## src/rtl/snk_rom_loader.sv

```systemverilog
// snk_rom_loader: turns the hps_io ioctl byte stream into game/DIP settings and
//   16-bit ROM words for the core's ROM write port, with load stats.
// Latency: an odd ROM byte strobed at edge N raises rom_we after edge N (1 cycle).
// Backpressure: ioctl_wait is high in every cycle a word waits for rom_ready; one
//   byte sent during that window (hps_io reacts a cycle late) lands in a skid register.
//
// Ports:
//   i_clk, reset                 clk_53p6 clock, synchronous active-high reset
//   ioctl_download/index/wr/addr/dout, ioctl_wait   hps_io download interface
//   rom_region/addr/data/we, rom_ready              ROM write port toward the core
//   game, dsw1, dsw2             settings captured from index 1 / index 254
//   load_done, rom_overflow, byte_count, checksum   status of the current ROM load
module snk_rom_loader #(
  parameter logic [24:0] R1_BASE = 25'h010000,
  parameter logic [24:0] R2_BASE = 25'h020000,
  parameter logic [24:0] R3_BASE = 25'h030000,
  parameter logic [24:0] ROM_END = 25'h100000
) (
  input  logic        i_clk,
  input  logic        reset,
  input  logic        ioctl_download,
  input  logic [7:0]  ioctl_index,
  input  logic        ioctl_wr,
  input  logic [24:0] ioctl_addr,
  input  logic [7:0]  ioctl_dout,
  output logic        ioctl_wait,
  output logic [1:0]  rom_region,
  output logic [23:0] rom_addr,
  output logic [15:0] rom_data,
  output logic        rom_we,
  input  logic        rom_ready,
  output logic [7:0]  game,
  output logic [7:0]  dsw1,
  output logic [7:0]  dsw2,
  output logic        load_done,
  output logic        rom_overflow,
  output logic [24:0] byte_count,
  output logic [15:0] checksum
);

  typedef enum logic [2:0] {
    S_IDLE,
    S_LOAD,
    S_WRITE,
    S_FLUSH,
    S_DONE
  } state_t;

  state_t      r_state;
  state_t      r_ret;        // state to resume once the pending word is accepted

  logic        r_dl_q;       // ioctl_download delayed, for edge detection
  logic        r_end_pend;   // download fell while a word was still in flight

  // One-entry skid register for a byte that arrives while stalled
  logic        r_skid_vld;
  logic [24:0] r_skid_addr;
  logic [7:0]  r_skid_dat;

  // Even byte waiting for its odd partner
  logic        r_half_vld;
  logic [7:0]  r_lo_dat;
  logic [24:0] r_lo_addr;

  logic        w_rise;
  logic        w_fall;
  logic        w_rom_wr;
  logic        w_src_vld;
  logic        w_src_skid;
  logic [24:0] w_src_addr;
  logic [7:0]  w_src_dat;
  logic        w_src_in_rom;
  logic [1:0]  w_src_region;
  logic [23:0] w_src_off;
  logic [1:0]  w_lo_region;
  logic [23:0] w_lo_off;

  function automatic logic [1:0] f_region(input logic [24:0] a);
    if (a < R1_BASE)      return 2'd0;
    else if (a < R2_BASE) return 2'd1;
    else if (a < R3_BASE) return 2'd2;
    else                  return 2'd3;
  endfunction

  // Region-relative word address; bit 0 is forced low.
  function automatic logic [23:0] f_offset(input logic [23:0] a, input logic [1:0] rg);
    logic [23:0] d;
    case (rg)
      2'd0:    d = a;
      2'd1:    d = a - R1_BASE[23:0];
      2'd2:    d = a - R2_BASE[23:0];
      default: d = a - R3_BASE[23:0];
    endcase
    return d & 24'hFFFFFE;
  endfunction

  assign w_rise   = ioctl_download & ~r_dl_q & (ioctl_index == 8'd0);
  assign w_fall   = ~ioctl_download & r_dl_q & (ioctl_index == 8'd0);
  assign w_rom_wr = ioctl_wr & (ioctl_index == 8'd0);

  // Byte to process this cycle: a skidded byte always goes before a new one.
  always_comb begin
    w_src_vld  = 1'b0;
    w_src_skid = 1'b0;
    w_src_addr = r_skid_addr;
    w_src_dat  = r_skid_dat;
    if ((r_state == S_LOAD) || (r_state == S_FLUSH)) begin
      if (r_skid_vld) begin
        w_src_vld  = 1'b1;
        w_src_skid = 1'b1;
      end else if ((r_state == S_LOAD) && w_rom_wr) begin
        w_src_vld  = 1'b1;
        w_src_addr = ioctl_addr;
        w_src_dat  = ioctl_dout;
      end
    end
  end

  assign w_src_in_rom = (w_src_addr < ROM_END);
  assign w_src_region = f_region(w_src_addr);
  assign w_src_off    = f_offset(w_src_addr[23:0], w_src_region);
  assign w_lo_region  = f_region(r_lo_addr);
  assign w_lo_off     = f_offset(r_lo_addr[23:0], w_lo_region);

  always_ff @(posedge i_clk) begin
    if (reset) begin
      r_state      <= S_IDLE;
      r_ret        <= S_LOAD;
      r_dl_q       <= 1'b0;
      r_end_pend   <= 1'b0;
      r_skid_vld   <= 1'b0;
      r_skid_addr  <= '0;
      r_skid_dat   <= '0;
      r_half_vld   <= 1'b0;
      r_lo_dat     <= '0;
      r_lo_addr    <= '0;
      ioctl_wait   <= 1'b0;
      rom_region   <= '0;
      rom_addr     <= '0;
      rom_data     <= '0;
      rom_we       <= 1'b0;
      game         <= '0;
      dsw1         <= 8'hFF;
      dsw2         <= 8'hFF;
      load_done    <= 1'b0;
      rom_overflow <= 1'b0;
      byte_count   <= '0;
      checksum     <= '0;
    end else begin
      r_dl_q <= ioctl_download;

      // Settings bytes are taken in any state and never stall hps_io.
      if (ioctl_wr && (ioctl_index == 8'd1) && (ioctl_addr == 25'd0))
        game <= ioctl_dout;
      if (ioctl_wr && (ioctl_index == 8'd254)) begin
        if (ioctl_addr == 25'd0) dsw1 <= ioctl_dout;
        if (ioctl_addr == 25'd1) dsw2 <= ioctl_dout;
      end

      if (w_rise) begin
        // A new ROM download restarts from a clean slate whatever was going on.
        r_state      <= S_LOAD;
        r_end_pend   <= 1'b0;
        r_skid_vld   <= 1'b0;
        r_half_vld   <= 1'b0;
        rom_we       <= 1'b0;
        ioctl_wait   <= 1'b0;
        load_done    <= 1'b0;
        rom_overflow <= 1'b0;
        byte_count   <= '0;
        checksum     <= '0;
      end else begin
        if (w_fall && ((r_state == S_LOAD) || (r_state == S_WRITE) || (r_state == S_FLUSH)))
          r_end_pend <= 1'b1;

        case (r_state)
          S_LOAD, S_FLUSH: begin
            // Draining the skid frees it; a byte arriving the same cycle takes its place.
            if (w_src_skid) begin
              r_skid_vld  <= (r_state == S_LOAD) && w_rom_wr;
              r_skid_addr <= ioctl_addr;
              r_skid_dat  <= ioctl_dout;
            end

            if (w_src_vld) begin
              if (!w_src_in_rom) begin
                rom_overflow <= 1'b1;
              end else begin
                byte_count <= byte_count + 25'd1;
                checksum   <= checksum + {8'h00, w_src_dat};
                if (w_src_addr[0]) begin
                  // Odd byte completes a word; a missing low half reads as 8'hFF.
                  rom_data   <= {w_src_dat, (r_half_vld ? r_lo_dat : 8'hFF)};
                  rom_region <= w_src_region;
                  rom_addr   <= w_src_off;
                  r_half_vld <= 1'b0;
                  rom_we     <= 1'b1;
                  ioctl_wait <= 1'b1;
                  r_ret      <= r_state;
                  r_state    <= S_WRITE;
                end else begin
                  if (r_half_vld) begin
                    // Gap: the old low byte goes out alone while the new one is latched.
                    rom_data   <= {8'hFF, r_lo_dat};
                    rom_region <= w_lo_region;
                    rom_addr   <= w_lo_off;
                    rom_we     <= 1'b1;
                    ioctl_wait <= 1'b1;
                    r_ret      <= r_state;
                    r_state    <= S_WRITE;
                  end
                  r_lo_dat   <= w_src_dat;
                  r_lo_addr  <= w_src_addr;
                  r_half_vld <= 1'b1;
                end
              end
            end else if (r_state == S_LOAD) begin
              if (r_end_pend || w_fall)
                r_state <= S_FLUSH;
            end else begin
              // FLUSH with the skid empty: push out a trailing half word, then finish.
              if (r_half_vld) begin
                rom_data   <= {8'hFF, r_lo_dat};
                rom_region <= w_lo_region;
                rom_addr   <= w_lo_off;
                r_half_vld <= 1'b0;
                rom_we     <= 1'b1;
                ioctl_wait <= 1'b1;
                r_ret      <= S_FLUSH;
                r_state    <= S_WRITE;
              end else begin
                load_done <= 1'b1;
                r_state   <= S_DONE;
              end
            end
          end

          S_WRITE: begin
            if (w_rom_wr) begin
              r_skid_vld  <= 1'b1;
              r_skid_addr <= ioctl_addr;
              r_skid_dat  <= ioctl_dout;
            end
            if (rom_ready) begin
              rom_we     <= 1'b0;
              ioctl_wait <= 1'b0;
              r_state    <= r_ret;
            end
          end

          default: begin
            // IDLE and DONE ignore ROM bytes until a download rising edge.
          end
        endcase
      end
    end
  end

endmodule

```

## config.mk

```make
export PLATFORM = sky130hd
export DESIGN_NAME = snk_rom_loader
export DESIGN_NICKNAME = d
export VERILOG_FILES = /design/src/rtl/snk_rom_loader.sv
export SDC_FILE = /design/constraint.sdc
export NUM_CORES = 1
export LEC_CHECK = 0
export CAP_MARGIN = 0
export CELL_PAD_IN_SITES_DETAIL_PLACEMENT = 0
export CELL_PAD_IN_SITES_GLOBAL_PLACEMENT = 1
export CORE_MARGIN = 5
export CORE_UTILIZATION = 36
export DETAILED_ROUTE_END_ITERATION = 6
export PLACE_DENSITY_LB_ADDON = 0.15
export SYNTH_ARGS = -nofsm -noshare
export SYNTH_HDL_FRONTEND = slang
export SYNTH_SLANG_ARGS = --single-unit
```

## constraint.sdc

```tcl
create_clock -name i_clk -period 5.85 [get_ports i_clk]
set_input_delay 1.755 -clock i_clk [delete_from_list [all_inputs] [get_ports i_clk]]
set_output_delay 1.755 -clock i_clk [all_outputs]
set_load 0.01 [all_outputs]
```

==> results.json, run 1 <==
{
  "status": "finished, final reports clean",
  "fmax_mhz": 178.5,
  "pin_count": 157,
  "synthCells": 1056,
  "fin_setup_tns_ns": 0,
  "synthXorXnorAreaFrac_pct": 3.127,
  "period_share_pct": 95.79,
  "diodes": 0,
  "p_int_mw": 1.875,
  "pwr_density_cell_nw_per_um2": 213.8,
  "worstReg2RegStart": "r_state[1]",
  "comb_power_share_pct": 3.6,
  "grt_pass1_vias": 7742,
  "cts_tree": "yes",
  "grt_overflow": 0,
  "cts_setup_buffers": 0,
  "clk_pin_slew_ns": 0.08,
  "ir_drop_mv": 0.1678,
  "vias": 8176,
  "hpwlAfterDp_um": 19550,
  "portBuffers": 156,
  "gp_congestion": 0.8537,
  "die_y_um": 167.8,
  "r2r_cells": 18,
  "grt_use_total_pct": 18.95,
  "drv_slew": 0,
  "crit_path_start": "ioctl_wr",
  "fp.coreArea_um2": 24390,
  "row_count": 57,
  "tightest_slew_ns": 0.9189,
  "syn_area_per_cell_um2": 8.488,
  "yosysSeqAreaShare_pct": 41.54,
  "power_frac_clock_pct": 45.7,
  "ys_warn_count": 0,
  "drt-pass1-iter-count": 5,
  "setup_viol": 0,
  "relSlewSlack_pct": 38.67,
  "numCtsBuffers": 17,
  "rsz0062_at_grt": "no",
  "synth_top_family_by_area": "simple AND/OR/NAND/NOR gates",
  "finClkSkew_ns": 0.01734,
  "drc": 0,
  "start_util_pct": 36.75,
  "netSwitchingFraction_pct": 24.87,
  "initialDrtViolationCount": 568,
  "fin_util_pct": 47.85,
  "root_buffer": "clkbuf_16",
  "die_width_um": 167.8,
  "synthArstFlopShare_pct": 0,
  "hold_path.class": "register to register",
  "required_ns": 6.20,
  "max_cap_violations": 0,
  "synthesis.area_um2": 8964,
  "path_max_fanout": 4,
  "max-clock-path-buffers": 2,
  "synth.mux.area_fraction_pct": 8.096,
  "dp_worst_setup_slack_ns": -0.2137,
  "criticalPathCategory": "input pin to register",
  "syn_to_final_growth_pct": 30.19,
  "arrival_ns": 5.96,
  "synth_seq_cells": 186,
  "ant_nets": 0,
  "end_kind": "register",
  "wl_per_cell_um": 17.52,
  "p_seq_share_pct": 50.7,
  "leakagePower_nw": 4.264,
  "synth-compound-area-share_pct": 15.72,
  "synthesis.nets": 1121,
  "finalCriticalPeriod_ns": 5.604,
  "routed_wl_um": 27330,
  "synthAdderAreaFrac_pct": 2.903,
  "hold_viol": 0,
  "finalNetCount": 1288,
  "dieArea_um2": 28160,
  "synthFlopType": "dfxtp_1",
  "crit_path_start_kind": "input pin",
  "clk_latency_ns": 0.44,
  "switchingPower_mw": 0.6204,
  "r2r-end": "rom_addr[22]",
  "synth-simple-area-share_pct": 23.77,
  "grt_pass1_wl_um": 43520,
  "drive_above_1_share_pct": 9.466,
  "synth_edf_count": 0,
  "endpoint": "rom_addr[22]",
  "cts_hold_buf": 0,
  "antenna_found_initial": 0,
  "htreeDepth": 4,
  "ys_types": 72,
  "grt_max_degree": 79,
  "viasPerCell": 5.241,
  "cts_resized": 0,
  "setup_ws_ns": 0.2462,
  "rrSetupSlack_ns": 1.54,
  "clkSinkCount": 186
}
critical path, cell delays in order:
cell	delay, ns
clkdlybuf4s50_1	0.53
nor4bb_1	0.31
buf_4	0.18
and4_2	0.33
mux2i_4	0.30
ha_1	0.21
inv_1	0.06
o2111ai_1	0.22
nand3_1	0.13
and2_1	0.19
nor2_1	0.13
inv_1	0.07
fa_1	0.39
nor3b_1	0.15
mux2i_1	0.27
nor3_1	0.10
o31a_1	0.24
a211o_1	0.26
a21oi_1	0.12
power by group through the flow:
stage	registers, mW	logic (mW)	clock network (mW)
3_5_place_dp	1.30	0.0896	0
4_1_cts	1.27	0.0899	1.18
6_report	1.27	0.0901	1.14
3_3_place_gp	1.30	0.0903	0
2_1_floorplan	1.30	0.0272	0
5_1_grt	1.27	0.0963	1.23
metrics by stage:
stage               std cells  total power [mW]  hold slack, ns  area [µm²]
floorplan                1056             1.322          0.4154        8967
global placement         1528             1.386          0.4351       11080
detailed placement       1528             1.385          0.4450       11080
CTS                      1560             2.532          0.4634       11660
global route             1560             2.589          0.4898       11670
finish                   1560             2.495          0.4625       11670
worst min-delay path by stage:
stage | startpoint | endpoint | slack, ns | cells after the start
floorplan | r_ret[0] | r_ret[0] | 0.42 | 1
global placement | r_ret[0] | r_ret[0] | 0.44 | 1
detailed placement | r_ret[0] | r_ret[0] | 0.45 | 1
CTS | r_ret[0] | r_ret[0] | 0.46 | 1
global route | r_lo_addr[24] | r_lo_addr[24] | 0.49 | 1
finish | r_ret[0] | r_ret[0] | 0.46 | 1
Yosys cell counts (3+ instances only):
master	instances	area, µm²
ha_1	16	200.2
inv_1	41	153.9
o31ai_1	3	22.52
and4_1	4	35.03
clkbuf_1	34	127.6
buf_2	20	100.1
nor3_1	57	285.3
and2_1	12	75.07
nor4_1	11	68.82
nor4_2	4	50.05
nand3b_1	6	45.04
fa_1	3	60.06
xnor2_1	26	227.7
or3_1	11	68.82
a21oi_1	61	305.3
nand2_1	62	232.7
dfxtp_1	186	3724
nand3_1	21	105.1
or4_1	5	37.54
xor2_1	6	52.55
nand4_1	12	75.07
a31oi_1	4	25.02
o22ai_1	18	112.6
o21a_1	7	52.55
o21bai_1	3	22.52
nor3b_1	6	45.04
a311oi_1	8	70.07
a41oi_1	3	26.28
a211oi_1	35	262.8
mux2i_1	68	680.7
o21ai_0	27	135.1
nor2_1	183	686.9
nor2b_1	13	81.33
a211o_1	19	166.4
nand2b_1	5	31.28
buf_4	3	22.52
and3_1	9	56.30
placed cells by master, fill, tap and decap left out, types with 4 or more instances in the layout:
cell	Yosys	layout
o21a_1	7	7
a31oi_1	4	4
mux2i_1	68	66
xnor2_1	26	26
nor4_2	4	4
a211oi_1	35	35
or3_1	11	11
a21oi_1	61	61
nand2b_1	5	4
inv_1	41	41
inv_8	0	4
nand2_1	62	62
dfxtp_1	186	186
and3_1	9	9
nor2b_1	13	13
nor4_1	11	11
nand4_1	12	12
clkbuf_16	0	17
nand3b_1	6	6
or4_1	5	5
buf_4	3	53
xor2_1	6	6
a211o_1	19	19
nor2_1	183	182
nor3b_1	6	6
ha_1	16	16
clkdlybuf4s50_1	0	155
a311oi_1	8	8
and2_1	12	12
nand3_1	21	20
o21ai_0	27	27
o22ai_1	18	18
nor3_1	57	57
cells by family (layout without fill, tap and decap cells):
family / Yosys count / in the layout
flip-flops: 186 / 186
AND/OR/NAND/NOR: 437 / 437
adder cells (fa/ha/maj): 19 / 19
buffers and inverters: 102 / 282
multiplexers: 71 / 71
XOR/XNOR: 32 / 32
AO/OA/AOI/OAI: 209 / 209
sequential cells by signal, summed over array words and instances, names as in the netlist:
name,flops
rom_we,1
r_skid_vld,1
byte_count,25
load_done,1
dsw2,8
rom_region,2
rom_data,16
rom_addr,24
r_skid_dat,8
ioctl_wait,1
r_state,3
r_dl_q,1
r_lo_dat,8
r_lo_addr,24
game,8
checksum,16
r_ret,3
r_end_pend,1
r_half_vld,1
dsw1,8
r_skid_addr,25
rom_overflow,1
metal layers:
metal / share of wire, % / track usage [%] / vias up
met2: 45 / 29.80 / 204
met3: 5.8 / 4.994 / 16
met4: 0.86 / 3.423 / 0
met5: 0 / 0 / -
li1: - / - / 4073
met1: 48 / 26.58 / 3883
area by class of cell:
cell class | count | area, µm²
fillers | 2419 | 12720
flip-flops and latches | 186 | 3724
clock buffers | 17 | 425.4
well taps | 324 | 405.4
inverters | 41 | 153.9
repair buffers | 209 | 1969
clock inverters | 15 | 152.6
multi-input cells | 768 | 4840
No activity file was read; power rests on OpenSTA's default activity.
==> run 2, diff against run 1 <==
Settings changed: GPL_ROUTABILITY_DRIVEN set to 0, HOLD_SLACK_MARGIN set to 0.06.
==> results of run 2 <==
Same layout as run 1: the final DEF is identical, and so are final timing and power.
